==> src/rtl/mips_mc_pkg.sv <==
// Shared definitions for the multi-cycle MIPS controller: opcode and func
// encodings, the ALU operation enum and the controller state enum.
package mips_mc_pkg;

   localparam int unsigned OpcW  = 6;
   localparam int unsigned FuncW = 6;

   // Opcodes as presented on IR[31:26] by the datapath
   localparam logic [5:0] OP_RT   = 6'd0;
   localparam logic [5:0] OP_ADDI = 6'd1;
   localparam logic [5:0] OP_SLTI = 6'd2;
   localparam logic [5:0] OP_LW   = 6'd3;
   localparam logic [5:0] OP_SW   = 6'd4;
   localparam logic [5:0] OP_BEQ  = 6'd5;
   localparam logic [5:0] OP_J    = 6'd6;
   localparam logic [5:0] OP_JR   = 6'd7;
   localparam logic [5:0] OP_JAL  = 6'd8;

   // R-type func field codes
   localparam logic [5:0] FN_ADD = 6'b100000;
   localparam logic [5:0] FN_SUB = 6'b100010;
   localparam logic [5:0] FN_AND = 6'b100100;
   localparam logic [5:0] FN_OR  = 6'b100101;
   localparam logic [5:0] FN_SLT = 6'b101010;

   // ADD encodes as zero so idle/reset outputs read as a plain add
   typedef enum logic [2:0] {
      ALU_ADD = 3'd0,
      ALU_SUB = 3'd1,
      ALU_AND = 3'd2,
      ALU_OR  = 3'd3,
      ALU_SLT = 3'd4
   } alu_op_e;

   typedef enum logic [3:0] {
      StFetch,
      StDecode,
      StREx,
      StRWb,
      StIEx,
      StIWb,
      StMAddr,
      StMRd,
      StMWr,
      StLwWb,
      StBranch,
      StJump,
      StTrap
   } state_t;

endpackage

==> src/rtl/mips_alu_func_decoder.sv <==
// Combinational R-type func -> ALU operation decode.
// Ports:
//   func       in   FUNC_W  IR[5:0]
//   operation  out  3       ALU operation; unknown func codes decode to ADD
module mips_alu_func_decoder
   import mips_mc_pkg::*;
#(
   parameter int unsigned FUNC_W = 6
) (
   input  logic [FUNC_W-1:0] func,
   output logic [2:0]        operation
);

   always_comb begin
      operation = ALU_ADD;
      case (func)
         FUNC_W'(FN_ADD): operation = ALU_ADD;
         FUNC_W'(FN_SUB): operation = ALU_SUB;
         FUNC_W'(FN_AND): operation = ALU_AND;
         FUNC_W'(FN_OR):  operation = ALU_OR;
         FUNC_W'(FN_SLT): operation = ALU_SLT;
         default:         operation = ALU_ADD;
      endcase
   end

endmodule

==> src/rtl/mips_multicycle_controller.sv <==
// Multi-cycle MIPS control unit: Moore FSM sequencing fetch/decode/execute/
// memory/writeback over a shared memory, ALU and register file, with memory
// wait-states, a memory-timeout watchdog and an illegal-opcode trap.
// Ports:
//   clk, rst                   clock, synchronous active-high reset
//   opcode, func               IR[31:26], IR[5:0]
//   zero                       ALU zero flag (gates pc_write in BRANCH)
//   mem_ready                  memory completes the current access this cycle
//   pc_write, iord, mem_read, mem_write, ir_write, reg_dst, wb_sel, reg_write,
//   alu_src_a, alu_src_b, pc_src, operation   datapath controls
//   instr_done                 pulse in the last state of each retired instruction
//   trap                       sticky trap flag, cleared only by rst
// Watchdog: the Nth consecutive cycle without mem_ready in FETCH/MRD/MWR, with
// N = MEM_TIMEOUT, moves to TRAP on the following edge (mem_ready wins).
module mips_multicycle_controller
   import mips_mc_pkg::*;
#(
   parameter int unsigned OPC_W        = 6,
   parameter int unsigned FUNC_W       = 6,
   parameter int unsigned MEM_TIMEOUT  = 15,
   parameter bit          TRAP_ILLEGAL = 1'b1
) (
   input  logic              clk,
   input  logic              rst,
   input  logic [OPC_W-1:0]  opcode,
   input  logic [FUNC_W-1:0] func,
   input  logic              zero,
   input  logic              mem_ready,
   output logic              pc_write,
   output logic              iord,
   output logic              mem_read,
   output logic              mem_write,
   output logic              ir_write,
   output logic [1:0]        reg_dst,
   output logic [1:0]        wb_sel,
   output logic              reg_write,
   output logic              alu_src_a,
   output logic [1:0]        alu_src_b,
   output logic [1:0]        pc_src,
   output logic [2:0]        operation,
   output logic              instr_done,
   output logic              trap
);

   localparam int unsigned WdW = (MEM_TIMEOUT > 1) ? $clog2(MEM_TIMEOUT + 1) : 1;

   state_t         state_q, state_d;
   logic [WdW-1:0] wdog_q, wdog_d;
   logic           trap_q, trap_d;
   logic [2:0]     r_op;
   logic           wdog_expired;

   mips_alu_func_decoder #(
      .FUNC_W(FUNC_W)
   ) u_func_dec (
      .func     (func),
      .operation(r_op)
   );

   // True when the current not-ready cycle is the MEM_TIMEOUT-th in a row
   assign wdog_expired = (MEM_TIMEOUT != 0) && ((32'(wdog_q) + 32'd1) >= MEM_TIMEOUT);

   always_comb begin
      state_d    = state_q;
      wdog_d     = '0;
      pc_write   = 1'b0;
      iord       = 1'b0;
      mem_read   = 1'b0;
      mem_write  = 1'b0;
      ir_write   = 1'b0;
      reg_dst    = 2'b00;
      wb_sel     = 2'b00;
      reg_write  = 1'b0;
      alu_src_a  = 1'b0;
      alu_src_b  = 2'b00;
      pc_src     = 2'b00;
      operation  = ALU_ADD;
      instr_done = 1'b0;

      unique case (state_q)
         StFetch: begin
            mem_read  = 1'b1;
            alu_src_b = 2'b01;
            if (mem_ready) begin
               ir_write = 1'b1;
               pc_write = 1'b1;
               state_d  = StDecode;
            end else if (wdog_expired) begin
               state_d = StTrap;
            end else begin
               wdog_d = wdog_q + WdW'(1);
            end
         end
         StDecode: begin
            // Precompute the branch target into ALUOut
            alu_src_b = 2'b11;
            case (opcode)
               OPC_W'(OP_RT):                               state_d = StREx;
               OPC_W'(OP_ADDI), OPC_W'(OP_SLTI):            state_d = StIEx;
               OPC_W'(OP_LW), OPC_W'(OP_SW):                state_d = StMAddr;
               OPC_W'(OP_BEQ):                              state_d = StBranch;
               OPC_W'(OP_J), OPC_W'(OP_JR), OPC_W'(OP_JAL): state_d = StJump;
               default: begin
                  if (TRAP_ILLEGAL) begin
                     state_d = StTrap;
                  end else begin
                     state_d    = StFetch;
                     instr_done = 1'b1;
                  end
               end
            endcase
         end
         StREx: begin
            alu_src_a = 1'b1;
            operation = r_op;
            state_d   = StRWb;
         end
         StRWb: begin
            reg_dst    = 2'b01;
            reg_write  = 1'b1;
            instr_done = 1'b1;
            state_d    = StFetch;
         end
         StIEx: begin
            alu_src_a = 1'b1;
            alu_src_b = 2'b10;
            operation = (opcode == OPC_W'(OP_SLTI)) ? ALU_SLT : ALU_ADD;
            state_d   = StIWb;
         end
         StIWb: begin
            reg_write  = 1'b1;
            instr_done = 1'b1;
            state_d    = StFetch;
         end
         StMAddr: begin
            alu_src_a = 1'b1;
            alu_src_b = 2'b10;
            state_d   = (opcode == OPC_W'(OP_SW)) ? StMWr : StMRd;
         end
         StMRd: begin
            iord     = 1'b1;
            mem_read = 1'b1;
            if (mem_ready) begin
               state_d = StLwWb;
            end else if (wdog_expired) begin
               state_d = StTrap;
            end else begin
               wdog_d = wdog_q + WdW'(1);
            end
         end
         StMWr: begin
            iord      = 1'b1;
            mem_write = 1'b1;
            if (mem_ready) begin
               instr_done = 1'b1;
               state_d    = StFetch;
            end else if (wdog_expired) begin
               state_d = StTrap;
            end else begin
               wdog_d = wdog_q + WdW'(1);
            end
         end
         StLwWb: begin
            wb_sel     = 2'b01;
            reg_write  = 1'b1;
            instr_done = 1'b1;
            state_d    = StFetch;
         end
         StBranch: begin
            alu_src_a  = 1'b1;
            operation  = ALU_SUB;
            pc_src     = 2'b01;
            pc_write   = zero;
            instr_done = 1'b1;
            state_d    = StFetch;
         end
         StJump: begin
            pc_write   = 1'b1;
            instr_done = 1'b1;
            pc_src     = (opcode == OPC_W'(OP_JR)) ? 2'b11 : 2'b10;
            if (opcode == OPC_W'(OP_JAL)) begin
               reg_dst   = 2'b10;
               wb_sel    = 2'b10;
               reg_write = 1'b1;
            end
            state_d = StFetch;
         end
         StTrap: begin
            state_d = StTrap;
         end
         default: begin
            state_d = StFetch;
         end
      endcase

      trap_d = trap_q | (state_d == StTrap);

      // Reset dominates every output, whatever the registered state holds
      if (rst) begin
         pc_write   = 1'b0;
         iord       = 1'b0;
         mem_read   = 1'b0;
         mem_write  = 1'b0;
         ir_write   = 1'b0;
         reg_dst    = 2'b00;
         wb_sel     = 2'b00;
         reg_write  = 1'b0;
         alu_src_a  = 1'b0;
         alu_src_b  = 2'b00;
         pc_src     = 2'b00;
         operation  = ALU_ADD;
         instr_done = 1'b0;
      end
   end

   assign trap = trap_q & ~rst;

   always_ff @(posedge clk) begin
      if (rst) begin
         state_q <= StFetch;
         wdog_q  <= '0;
         trap_q  <= 1'b0;
      end else begin
         state_q <= state_d;
         wdog_q  <= wdog_d;
         trap_q  <= trap_d;
      end
   end

endmodule

==> config.mk <==
export PLATFORM = sky130hd
export DESIGN_NAME = mips_multicycle_controller
export DESIGN_NICKNAME = d
export VERILOG_FILES = /design/src/rtl/mips_mc_pkg.sv /design/src/rtl/mips_alu_func_decoder.sv /design/src/rtl/mips_multicycle_controller.sv
export SDC_FILE = /design/constraint.sdc
export NUM_CORES = 1
export LEC_CHECK = 0
export CAP_MARGIN = 10
export CORE_MARGIN = 1
export CORE_UTILIZATION = 55
export CTS_BUF_LIST = sky130_fd_sc_hd__clkbuf_4 sky130_fd_sc_hd__clkbuf_8
export CTS_CLUSTER_DIAMETER = 150
export DETAILED_ROUTE_END_ITERATION = 10
export DONT_BUFFER_PORTS = 1
export PLACE_DENSITY_LB_ADDON = 0.05
export SKIP_CTS_REPAIR_TIMING = 1
export SYNTH_ARGS = -nofsm -noshare
export SYNTH_HDL_FRONTEND = slang
export SYNTH_HIERARCHICAL = 1
export SYNTH_SLANG_ARGS = --single-unit
export TNS_END_PERCENT = 50
==> constraint.sdc <==
create_clock -name clk -period 2.4 [get_ports clk]
set_input_delay 0.48 -clock clk [delete_from_list [all_inputs] [get_ports clk]]
set_output_delay 0.48 -clock clk [all_outputs]
set_load 0.02 [all_outputs]
==> load_flow_metrics.sql, run 1 <==
INSERT INTO impl_metrics (metric_group, metric, value, unit) VALUES
('critical_path', 'critical_path.top_delay_family', 'flip-flops', ''),
('critical_path', 'critPathMaxFanout', '21', ''),
('timing', 'final.setup_skew', '2.10', 'ps'),
('critical_path', 'critPathArrivalTime', '1860', 'ps'),
('floorplan', 'start_util', '58.8', '%'),
('timing', 'timing.final.max_slew_violations', '0', ''),
('global_route', 'track_usage', '27.2', '%'),
('timing', 'grt_setup_unrepaired', 'false', ''),
('yosys', 'netlist_area', '1020', 'um^2'),
('clock_tree', 'ctsHtreeMaxLevel', '1', ''),
('power', 'total_power', '0.951', 'mW'),
('clock_tree', 'cts_tree', 'yes', ''),
('yosys', 'synth.ff_latch_count', '9', ''),
('outcome', 'status', 'completed', ''),
('global_route', 'grt_max_degree', '22', ''),
('critical_path', 'timing.critical_path.slowest_cell_delay', '750', 'ps'),
('clock_tree', 'cts_max_path_buffers', '2', ''),
('timing', 'max_freq', '427', 'MHz'),
('critical_path', 'cp_data_required_time', '1920', 'ps'),
('job', 'drv_cap', '0', ''),
('finish', 'fillerInstances', '171', ''),
('global_route', 'first_global_vias', '968', ''),
('critical_path', 'crit_slowest_cell', 'sky130_fd_sc_hd__dfxtp_1', ''),
('power', 'power-per-cell-area', '842', 'nW/um^2'),
('clock_tree', 'clkSinkCount', '9', ''),
('drt', 'viasPerCell', '6.38', ''),
('finish', 'share_of_cells_above_drive_strength_1', '16.3', '%'),
('clock_tree', 'clk_latency', '270', 'ps'),
('timing', 'setup_viol', '0', ''),
('floorplan', 'die_h', '45.0', 'um'),
('floorplan', 'die_w', '45.0', 'um'),
('floorplan', 'placeableCoreArea', '1730', 'um^2'),
('finish', 'layout.core_utilization', '65.4', '%'),
('clock_tree', 'clock_tree.root_cell', 'sky130_fd_sc_hd__clkbuf_4', ''),
('timing', 'setup_tns_after_final_layout', '0', 'ps'),
('clock_tree', 'path_clk_slew', '60', 'ps'),
('place', 'finalWeightedCongestion', '0.867', ''),
('power', 'ir_drop', '0.000581', 'V'),
('timing', 'worst-slew-pin-transition', '668', 'ps'),
('timing', 'fin_crit', '2340', 'ps'),
('yosys', 'ys_dominant_reg_cell', 'sky130_fd_sc_hd__dfxtp_1', ''),
('yosys', 'syn-instance-count', '141', ''),
('place', 'port_buffers', '0', ''),
('drt', 'detail_route.iter0.violations', '38', ''),
('timing', 'fin_crit_sh', '97.6', '%'),
('timing', 'report.final.hold_viol_count', '0', ''),
('power', 'cellLeakagePower', '0.422', 'nW'),
('drt', 'totalWireLength', '2630', 'um'),
('drt', 'detail_route.wl_per_cell', '14.8', 'um'),
('yosys', 'synth_cell_types', '54', ''),
('critical_path', 'wp_buf_inv', '0', ''),
('floorplan', 'fp-row-count', '15', ''),
('yosys', 'synth_area_per_cell', '7.21', 'um^2'),
('yosys', 'seq_area_frac_synth', '17.7', '%'),
('finish', 'finalNetCount', '172', ''),
('global_route', 'gr-total-overflow', '0', ''),
('floorplan', 'io-pin-count', '36', ''),
('finish', 'areaGrowthSynthToFinish', '11.2', '%'),
('yosys', 'total_number_of_yosys_warnings', '6', ''),
('drt', 'vias', '1135', ''),
('clock_tree', 'cts_inserted_buffers', '3', ''),
('yosys', 'synth_fp_nets', '159', ''),
('drt', 'post_route_ant_nets', '0', ''),
('min_path', 'hp-class', 'primary input to flip-flop', ''),
('critical_path', 'worstSetupPathType', 'flip-flop to output port', ''),
('global_route', 'antenna_found_initial', '0', ''),
('timing', 'max_transition_margin', '55.4', '%'),
('floorplan', 'die-area', '2020', 'um^2'),
('drt', 'dr.pass1.iters', '4', ''),
('yosys', 'ys_async_sr_fraction', '0', '%'),
('global_route', 'wire_length_of_the_first_global_routing_pass', '4020', 'um'),
('yosys', 'synth-edff-count', '0', ''),
('drt', 'drc_errors', '0', ''),
('critical_path', 'crit_path_start_kind', 'flip-flop', ''),
('critical_path', 'crit_path_cell_trace', 'nand2_1, nor2_1, and4_1, a31o_1', ''),
('finish', 'antenna-diode-count', '0', ''),
('critical_path', 'setup.worst_path.end_class', 'output port', ''),
('place', 'dp_hpwl', '1980', 'um');
-- per-stage QoR --
stage                     cells  worst slack (ps)  cell area [um^2]  hold WS [ps]
final                       178              58.0              1130           416
after global routing        178              7.46              1130           430
after CTS                   178              94.5              1130           412
after detailed placement    174               256              1100           487
after global placement      174               324              1100           475
after floorplan             141               227              1020           453
-- power by group --
group / internal [mW] / switching [mW] / total, mW
Combinational: 0.240 / 0.343 / 0.583
Clock: 0.0758 / 0.0611 / 0.137
Sequential: 0.184 / 0.0472 / 0.231
Total: 0.500 / 0.451 / 0.951
-- worst reg2reg max path: stages (launching register included) --
cell and delay [ps]:
sky130_fd_sc_hd__dfxtp_1 420, sky130_fd_sc_hd__inv_1 70, sky130_fd_sc_hd__ha_1 320, sky130_fd_sc_hd__nor2_1 50, sky130_fd_sc_hd__o311a_1 280, sky130_fd_sc_hd__a311o_1 340
sky130_fd_sc_hd__or3_1 330, sky130_fd_sc_hd__a2bb2oi_1 180, sky130_fd_sc_hd__o21bai_1 90
-- final timing paths --
path / startpoint / depth (start not counted) / slack, ps / end
min: mem_ready / 2 / 420 / state_q[1]$_SDFF_PP0_
max: state_q[1]$_SDFF_PP0_ / 4 / 60 / reg_write
min reg2reg: wdog_q[0]$_SDFF_PP0_ / 1 / 500 / wdog_q[0]$_SDFF_PP0_
max reg2reg: wdog_q[0]$_SDFF_PP0_ / 8 / 210 / trap_q$_SDFF_PP0_
-- area by class of cell --
type	instances	area, um^2	area share (%)
repair buffers	17	128	11.3
well taps	25	31.3	2.77
multi-input cells	116	734	65.0
inverters	7	26.3	2.33
flip-flops and latches	9	180	15.9
clock buffers	4	30.0	2.66
-- state kept, by name (all words and copies together), names as in the netlist --
name and flops:
trap_q 1, state_q 4, wdog_q 4
-- cells in the final DEF (no fill, tap or decap), types with 2 or more instances in the layout --
cell type	n
sky130_fd_sc_hd__nor2_1	18
sky130_fd_sc_hd__a211oi_1	3
sky130_fd_sc_hd__nor4_1	3
sky130_fd_sc_hd__nand3_1	7
sky130_fd_sc_hd__nor2b_1	4
sky130_fd_sc_hd__or3_1	3
sky130_fd_sc_hd__o21a_1	2
sky130_fd_sc_hd__a31oi_1	3
sky130_fd_sc_hd__a21oi_1	10
sky130_fd_sc_hd__nor3_1	10
sky130_fd_sc_hd__o21ai_0	4
sky130_fd_sc_hd__or2_1	2
sky130_fd_sc_hd__dfxtp_1	9
sky130_fd_sc_hd__ha_1	2
sky130_fd_sc_hd__nand2b_1	2
sky130_fd_sc_hd__nand2_1	3
sky130_fd_sc_hd__o22ai_1	2
sky130_fd_sc_hd__nand4_1	2
sky130_fd_sc_hd__buf_4	17
sky130_fd_sc_hd__clkbuf_4	4
sky130_fd_sc_hd__nand3b_1	3
sky130_fd_sc_hd__inv_1	7
sky130_fd_sc_hd__and2_1	2
sky130_fd_sc_hd__and4_1	3
-- metal layers --
layer / share of wire [%] / wire, um / GRT usage (%)
met3: 6.2 / 163 / 2.80
met4: 1.7 / 46 / 13.3
met1: 43 / 1140 / 35.1
met2: 49 / 1280 / 44.9
met5: 0 / 0 / 0
-- cells by family (layout without fill, tap and decap cells) --
logic type               count (synthesis)  after routing  share of synthesized area (%)
AND/OR/NAND/NOR                         72             72                           40.8
flip-flops                               9              9                           17.7
multiplexers                             1              1                          0.985
XOR/XNOR                                 2              2                           1.72
buffers and inverters                   16             28                           9.98
adder cells (fa/ha/maj)                  2              2                           2.46
AO/OA/AOI/OAI                           39             39                           26.4
-- synth_stat cells (2+ instances only) --
cell	number	share of area, %
sky130_fd_sc_hd__nand2b_1	2	1.2
sky130_fd_sc_hd__o21ai_0	4	2.0
sky130_fd_sc_hd__dfxtp_1	9	18
sky130_fd_sc_hd__o21a_1	2	1.5
sky130_fd_sc_hd__and2_1	2	1.2
sky130_fd_sc_hd__o22ai_1	2	1.2
sky130_fd_sc_hd__ha_1	2	2.5
sky130_fd_sc_hd__buf_6	5	5.5
sky130_fd_sc_hd__nor2b_1	4	2.5
sky130_fd_sc_hd__nand4_1	2	1.2
sky130_fd_sc_hd__nand3_1	7	3.4
sky130_fd_sc_hd__nor4_1	3	1.8
sky130_fd_sc_hd__nor2_1	18	6.6
sky130_fd_sc_hd__or3_1	3	1.8
sky130_fd_sc_hd__nand2_1	3	1.1
sky130_fd_sc_hd__a21oi_1	10	4.9
sky130_fd_sc_hd__clkbuf_1	2	0.74
sky130_fd_sc_hd__nand3b_1	3	2.2
sky130_fd_sc_hd__nor3_1	10	4.9
sky130_fd_sc_hd__or2_1	2	1.2
sky130_fd_sc_hd__a31oi_1	3	1.8
sky130_fd_sc_hd__a211oi_1	3	2.2
sky130_fd_sc_hd__and4_1	3	2.6
sky130_fd_sc_hd__inv_1	7	2.6
(Power assumes the default switching activity.)
==> run 2, diff against run 1 <==
Settings changed: MAX_ROUTING_LAYER set to met4, TNS_END_PERCENT 50 to 1.
==> run 2 against run 1 <==
Global-route usage grew 0.82 points; clock skew hardly changed; final cell count unchanged; sequential share of layout area unchanged; clock power barely moved; highest routed layer unchanged; setup slack gained 18 ps; critical endpoint unchanged.
==> load_flow_metrics.sql, run 2 (synthesis results as in run 1) <==
INSERT INTO impl_metrics (metric_group, metric, value, unit) VALUES
('outcome', 'status', 'completed', ''),
('place', 'port_buffers', '0', ''),
('global_route', 'first_global_vias', '964', ''),
('power', 'power.internal', '0.500', 'mW'),
('place', 'finalWeightedCongestion', '0.882', ''),
('clock_tree', 'ctsHtreeMaxLevel', '1', ''),
('critical_path', 'critical_path_sink', 'reg_write', ''),
('critical_path', 'worstReg2RegEnd', 'trap_q$_SDFF_PP0_', ''),
('power', 'power-per-cell-area', '838', 'nW/um^2'),
('timing', 'final.setup_skew', '2.21', 'ps'),
('critical_path', 'crit_path_start_kind', 'flip-flop', ''),
('global_route', 'grt_max_degree', '22', ''),
('drt', 'totalWireLength', '2610', 'um'),
('floorplan', 'die-area', '2020', 'um^2'),
('critical_path', 'setup.worst_path.start', 'state_q[1]$_SDFF_PP0_', ''),
('critical_path', 'worstReg2RegStart', 'wdog_q[0]$_SDFF_PP0_', ''),
('timing', 'fin_crit_sh', '96.8', '%'),
('power', 'power.clock.fraction', '14.4', '%'),
('critical_path', 'r2r_setup_slack', '220', 'ps'),
('floorplan', 'start_util', '58.8', '%'),
('timing', 'timing.final.max_slew_violations', '0', ''),
('clock_tree', 'cts_inserted_buffers', '3', ''),
('finish', 'finalNetCount', '172', ''),
('global_route', 'track_usage', '28.0', '%'),
('drt', 'dr.pass1.iters', '4', ''),
('finish', 'reg.largest.list', 'state_q x4, wdog_q x4, trap_q x1', ''),
('timing', 'worst-slew-pin-transition', '644', 'ps'),
('power', 'comb_power_share', '61.3', '%'),
('drt', 'drc_errors', '0', ''),
('floorplan', 'die_w', '45.0', 'um'),
('min_path', 'hp-class', 'primary input to flip-flop', ''),
('timing', 'setup_tns_after_final_layout', '0', 'ps'),
('power', 'netSwitchingPower', '0.448', 'mW'),
('power', 'switching_portion_of_total_power', '47.3', '%'),
('drt', 'post_route_ant_nets', '0', ''),
('critical_path', 'critPathArrivalTime', '1840', 'ps'),
('finish', 'areaGrowthSynthToFinish', '11.2', '%'),
('floorplan', 'io-pin-count', '36', ''),
('clock_tree', 'cts_tree', 'yes', ''),
('power', 'seqPwrFrac', '24.3', '%'),
('finish', 'antenna-diode-count', '0', ''),
('global_route', 'antenna_found_initial', '0', ''),
('clock_tree', 'clk_latency', '270', 'ps'),
('critical_path', 'cp_data_required_time', '1920', 'ps'),
('critical_path', 'setup.worst_path.end_class', 'output port', ''),
('clock_tree', 'clkSinkCount', '9', ''),
('finish', 'layout.core_utilization', '65.4', '%'),
('critical_path', 'reg2regPathDepth', '8', ''),
('critical_path', 'timing.critical_path.slowest_cell_delay', '730', 'ps'),
('critical_path', 'crit_path_cell_trace', 'nand2_1, nor2_1, and4_1, a31o_1', ''),
('drt', 'detail_route.wl_per_cell', '14.7', 'um'),
('floorplan', 'fp-row-count', '15', ''),
('clock_tree', 'path_clk_slew', '60', 'ps'),
('critical_path', 'worstSetupPathType', 'flip-flop to output port', ''),
('floorplan', 'placeableCoreArea', '1730', 'um^2'),
('finish', 'layout.cells.most_common_list', 'sky130_fd_sc_hd__nor2_1 (18), sky130_fd_sc_hd__buf_4 (17), sky130_fd_sc_hd__a21oi_1 (10), sky130_fd_sc_hd__nor3_1 (10), sky130_fd_sc_hd__dfxtp_1 (9)', ''),
('drt', 'vias', '1114', ''),
('critical_path', 'critPathMaxFanout', '21', ''),
('job', 'drv_cap', '0', ''),
('timing', 'grt_setup_unrepaired', 'false', ''),
('critical_path', 'crit_slowest_cell', 'sky130_fd_sc_hd__dfxtp_1', ''),
('floorplan', 'die_h', '45.0', 'um'),
('timing', 'setup_viol', '0', ''),
('power', 'ir_drop', '0.000578', 'V'),
('drt', 'viasPerCell', '6.26', ''),
('finish', 'fillerInstances', '171', ''),
('timing', 'fin_crit', '2320', 'ps'),
('drt', 'detail_route.iter0.violations', '41', ''),
('place', 'dp_hpwl', '1980', 'um'),
('finish', 'share_of_cells_above_drive_strength_1', '16.3', '%'),
('clock_tree', 'cts_max_path_buffers', '2', ''),
('clock_tree', 'clock_tree.root_cell', 'sky130_fd_sc_hd__clkbuf_4', ''),
('timing', 'max_transition_margin', '57.0', '%'),
('timing', 'max_freq', '430', 'MHz'),
('finish', 'most_frequent_standard_cell_in_the_layout_excluding_fill_and_tap_cells', 'sky130_fd_sc_hd__nor2_1', ''),
('power', 'cellLeakagePower', '0.422', 'nW'),
('timing', 'report.final.hold_viol_count', '0', ''),
('global_route', 'wire_length_of_the_first_global_routing_pass', '4020', 'um'),
('global_route', 'gr-total-overflow', '0', '');
-- run 2: final cells by class --
cell class | instances | area, um^2 | area share, %
inverters | 7 | 26.3 | 2.33
multi-input cells | 116 | 734 | 65.0
well taps | 25 | 31.3 | 2.77
clock buffers | 4 | 30.0 | 2.66
repair buffers | 17 | 128 | 11.3
flip-flops and latches | 9 | 180 | 15.9
-- run 2: routing by layer --
| metal | wire length (um) | vias up | GRT usage [%] |
|---|---|---|---|
| met5 | 0 | - | - |
| met4 | 46 | 0 | 13.3 |
| met3 | 140 | 5 | 2.80 |
| met2 | 1250 | 41 | 44.9 |
| met1 | 1180 | 512 | 35.1 |
| li1 | - | 556 | - |
-- run 2: power groups by stage --
stage	registers, mW	logic (mW)	clock network (mW)
2_1_floorplan	0.206	0.486	0
3_3_place_gp	0.230	0.568	0
3_5_place_dp	0.233	0.574	0
4_1_cts	0.229	0.577	0.138
5_1_grt	0.236	0.645	0.144
6_report	0.230	0.581	0.136
-- run 2: worst min path at each step --
stage                         start                    end  slack (ps)  depth (start not counted)
4_1_cts                   mem_ready  state_q[1]$_SDFF_PP0_         410                          2
2_1_floorplan  wdog_q[0]$_SDFF_PP0_   wdog_q[0]$_SDFF_PP0_         450                          1
5_1_grt                   mem_ready  state_q[1]$_SDFF_PP0_         430                          2
3_5_place_dp   wdog_q[0]$_SDFF_PP0_   wdog_q[0]$_SDFF_PP0_         490                          1
6_report                  mem_ready  state_q[1]$_SDFF_PP0_         420                          2
3_3_place_gp   wdog_q[0]$_SDFF_PP0_   wdog_q[0]$_SDFF_PP0_         480                          1
-- run 2: critical path: cells and delay by family (launching register included) --
kind | cells | cell delay (ps)
flip-flops | 1 | 730
AND/OR/NAND/NOR | 3 | 600
AO/OA/AOI/OAI | 1 | 240
-- run 2: per-stage QoR --
stage	area (um^2)	setup WS (ps)	power (mW)	cells	hold WS [ps]
final	1130	76.3	0.947	178	417
after global placement	1100	324	0.798	174	475
after global routing	1130	7.46	1.02	178	430
after detailed placement	1100	256	0.807	174	487
after floorplan	1020	227	0.692	141	453
after CTS	1130	94.5	0.944	178	412
==> run 3, diff against run 2 <==
Settings changed: CORE_UTILIZATION 55 to 39, DONT_BUFFER_PORTS 1 to unset.
==> run 3 against run 2 <==
The run now ends with negative setup slack left; clock skew is 1.6 ps higher; worst hold slack better by 86 ps; sequential share of layout area is 4.9 points lower; routed wire length is 17% higher; count of clock-buffer cells in the layout stayed put.
==> load_flow_metrics.sql, run 3 (synthesis results as in run 1) <==
INSERT INTO impl_metrics (metric_group, metric, value, unit) VALUES
('power', 'comb_power_share', '67.1', '%'),
('global_route', 'wire_length_of_the_first_global_routing_pass', '4850', 'um'),
('timing', 'fin_crit', '2400', 'ps'),
('critical_path', 'r2r_setup_slack', '190', 'ps'),
('critical_path', 'crit_path_cell_trace', 'clkdlybuf4s50_1, or3b_1, a211oi_2, o21ai_0, nor3_1, buf_2', ''),
('timing', 'report.final.hold_viol_count', '0', ''),
('global_route', 'antenna_found_initial', '0', ''),
('finish', 'layout.cells.most_common_list', 'sky130_fd_sc_hd__buf_4 (32), sky130_fd_sc_hd__nor2_1 (18), sky130_fd_sc_hd__dlymetal6s2s_1 (17), sky130_fd_sc_hd__clkdlybuf4s50_1 (16)', ''),
('floorplan', 'die_h', '53.0', 'um'),
('drt', 'detail_route.wl_per_cell', '13.2', 'um'),
('global_route', 'grtUsageMet2', '40.7', '%'),
('finish', 'most_frequent_standard_cell_in_the_layout_excluding_fill_and_tap_cells', 'sky130_fd_sc_hd__buf_4', ''),
('timing', 'max_transition_margin', '61.7', '%'),
('power', 'cellLeakagePower', '0.919', 'nW'),
('critical_path', 'critical_path_sink', 'operation[0]', ''),
('drt', 'drc_errors', '0', ''),
('critical_path', 'reg2regPathDepth', '8', ''),
('outcome', 'status', 'finished with violations', ''),
('critical_path', 'cp_data_required_time', '1920', 'ps'),
('critical_path', 'worstReg2RegEnd', 'trap_q$_SDFF_PP0_', ''),
('floorplan', 'fp-row-count', '18', ''),
('clock_tree', 'path_clk_slew', '50', 'ps'),
('clock_tree', 'ctsHtreeMaxLevel', '1', ''),
('global_route', 'gr-total-overflow', '0', ''),
('power', 'switching_portion_of_total_power', '43.6', '%'),
('clock_tree', 'cts_max_path_buffers', '2', ''),
('floorplan', 'placeableCoreArea', '2480', 'um^2'),
('critical_path', 'worstReg2RegStart', 'wdog_q[0]$_SDFF_PP0_', ''),
('place', 'dp_hpwl', '2440', 'um'),
('finish', 'share_of_cells_above_drive_strength_1', '20.7', '%'),
('clock_tree', 'clock_tree.root_cell', 'sky130_fd_sc_hd__clkbuf_4', ''),
('global_route', 'globalRouteMet1Util', '29.2', '%'),
('drt', 'dr.pass1.iters', '4', ''),
('place', 'dp.cells', '229', ''),
('timing', 'max_freq', '416', 'MHz'),
('clock_tree', 'cts_inserted_buffers', '3', ''),
('place', 'dpl_worst_slack', '-450', 'ps'),
('timing', 'worst-slew-pin-transition', '561', 'ps'),
('timing', 'grt_setup_unrepaired', 'true', ''),
('critical_path', 'critical_path.top_delay_family', 'buffers and inverters', ''),
('global_route', 'grt_max_degree', '13', ''),
('place', 'port_buffers', '35', ''),
('power', 'power.clock.fraction', '11.1', '%'),
('timing', 'final.setup_skew', '3.80', 'ps'),
('critical_path', 'setup.worst_path.end_class', 'output port', ''),
('critical_path', 'setup.worst_path.start', 'func[1]', ''),
('timing', 'hold_ws', '503', 'ps'),
('drt', 'detail_route.iter0.violations', '30', ''),
('global_route', 'grt-busiest-layer', 'met2', ''),
('floorplan', 'die_w', '53.0', 'um'),
('timing', 'timing.final.max_slew_violations', '0', ''),
('power', 'ir_drop', '0.000696', 'V'),
('outcome', 'failed_checks', 'negative setup slack', ''),
('finish', 'reg.largest.list', 'state_q x4, wdog_q x4, trap_q x1', ''),
('drt', 'viasPerCell', '5.46', ''),
('timing', 'setup_viol', '1', ''),
('critical_path', 'wp_buf_inv', '2', ''),
('drt', 'vias', '1272', ''),
('global_route', 'track_usage', '23.8', '%'),
('critical_path', 'crit_path_start_kind', 'primary input', ''),
('drt', 'totalWireLength', '3070', 'um'),
('finish', 'finalNetCount', '222', ''),
('floorplan', 'start_util', '41.0', '%'),
('global_route', 'grt_util_met3', '2.87', '%'),
('floorplan', 'io-pin-count', '36', ''),
('finish', 'antenna-diode-count', '0', ''),
('clock_tree', 'cts_tree', 'yes', ''),
('clock_tree', 'clkSinkCount', '9', ''),
('timing', 'setup_slack', '-4.09', 'ps'),
('power', 'power.internal', '0.603', 'mW'),
('job', 'drv_cap', '0', ''),
('min_path', 'hp-class', 'flip-flop to flip-flop', ''),
('floorplan', 'die-area', '2810', 'um^2'),
('finish', 'final-instance-count-excl-fill', '233', ''),
('timing', 'fin_crit_sh', '100', '%'),
('clock_tree', 'clk_latency', '250', 'ps'),
('critical_path', 'crit_slowest_cell', 'sky130_fd_sc_hd__clkdlybuf4s50_1', ''),
('critical_path', 'critPathMaxFanout', '2', ''),
('critical_path', 'path_depth', '6', ''),
('critical_path', 'timing.critical_path.slowest_cell_delay', '470', 'ps'),
('power', 'netSwitchingPower', '0.465', 'mW'),
('power', 'power-per-cell-area', '654', 'nW/um^2'),
('drt', 'post_route_ant_nets', '0', ''),
('global_route', 'first_global_vias', '1147', ''),
('critical_path', 'critPathArrivalTime', '1920', 'ps'),
('power', 'seqPwrFrac', '21.7', '%'),
('finish', 'areaGrowthSynthToFinish', '60.6', '%'),
('critical_path', 'worstSetupPathType', 'primary input to output port', ''),
('place', 'finalWeightedCongestion', '0.827', '');
[run 3: cell count changes in the layout (fill, tap and decap cells not counted)]
| cell | delta |
|---|---|
| sky130_fd_sc_hd__buf_2 | +1 |
| sky130_fd_sc_hd__buf_4 | +15 |
| sky130_fd_sc_hd__clkbuf_2 | +1 |
| sky130_fd_sc_hd__clkdlybuf4s50_1 | +16 |
| sky130_fd_sc_hd__dlymetal6s2s_1 | +17 |
[run 3: worst min path at each step]
stage                               from                   end  cells after the start
finish              wdog_q[0]$_SDFF_PP0_  wdog_q[0]$_SDFF_PP0_                      1
CTS                 wdog_q[0]$_SDFF_PP0_  wdog_q[0]$_SDFF_PP0_                      1
global placement    wdog_q[0]$_SDFF_PP0_  wdog_q[0]$_SDFF_PP0_                      1
floorplan           wdog_q[0]$_SDFF_PP0_  wdog_q[0]$_SDFF_PP0_                      1
global route        wdog_q[0]$_SDFF_PP0_  wdog_q[0]$_SDFF_PP0_                      1
detailed placement  wdog_q[0]$_SDFF_PP0_  wdog_q[0]$_SDFF_PP0_                      1
[run 3: cell type report]
type	count	area, um^2
timing repair buffer	67	623
fill	226	846
tap	30	37.5
clock buffer	4	30.0
multi-input combinational	116	734
sequential	9	180
inverter	7	26.3
[run 3: power by group through the flow]
stage | Combinational [mW] | Sequential, mW | Clock (mW)
final | 0.717 | 0.232 | 0.119
after detailed placement | 0.725 | 0.235 | 0
after floorplan | 0.486 | 0.206 | 0
after global routing | 0.784 | 0.237 | 0.127
after global placement | 0.717 | 0.233 | 0
after CTS | 0.729 | 0.232 | 0.125
[run 3: stage by stage]
step | total power [mW] | TNS (ps) | cell area (um^2) | utilization [%]
5_1_grt | 1.15 | -27.8 | 1630 | 65.9
4_1_cts | 1.09 | -2660 | 1600 | 64.5
3_3_place_gp | 0.950 | -2290 | 1570 | 63.3
2_1_floorplan | 0.692 | 0 | 1020 | -
6_report | 1.07 | -4.09 | 1630 | 65.9
3_5_place_dp | 0.960 | -2450 | 1570 | 63.3
[run 3: per-layer routing]
metal / routed length, um / share of wire, %
met5: 0 / 0
met4: 0 / 0
met3: 165 / 5.4
met2: 1470 / 48
met1: 1430 / 47
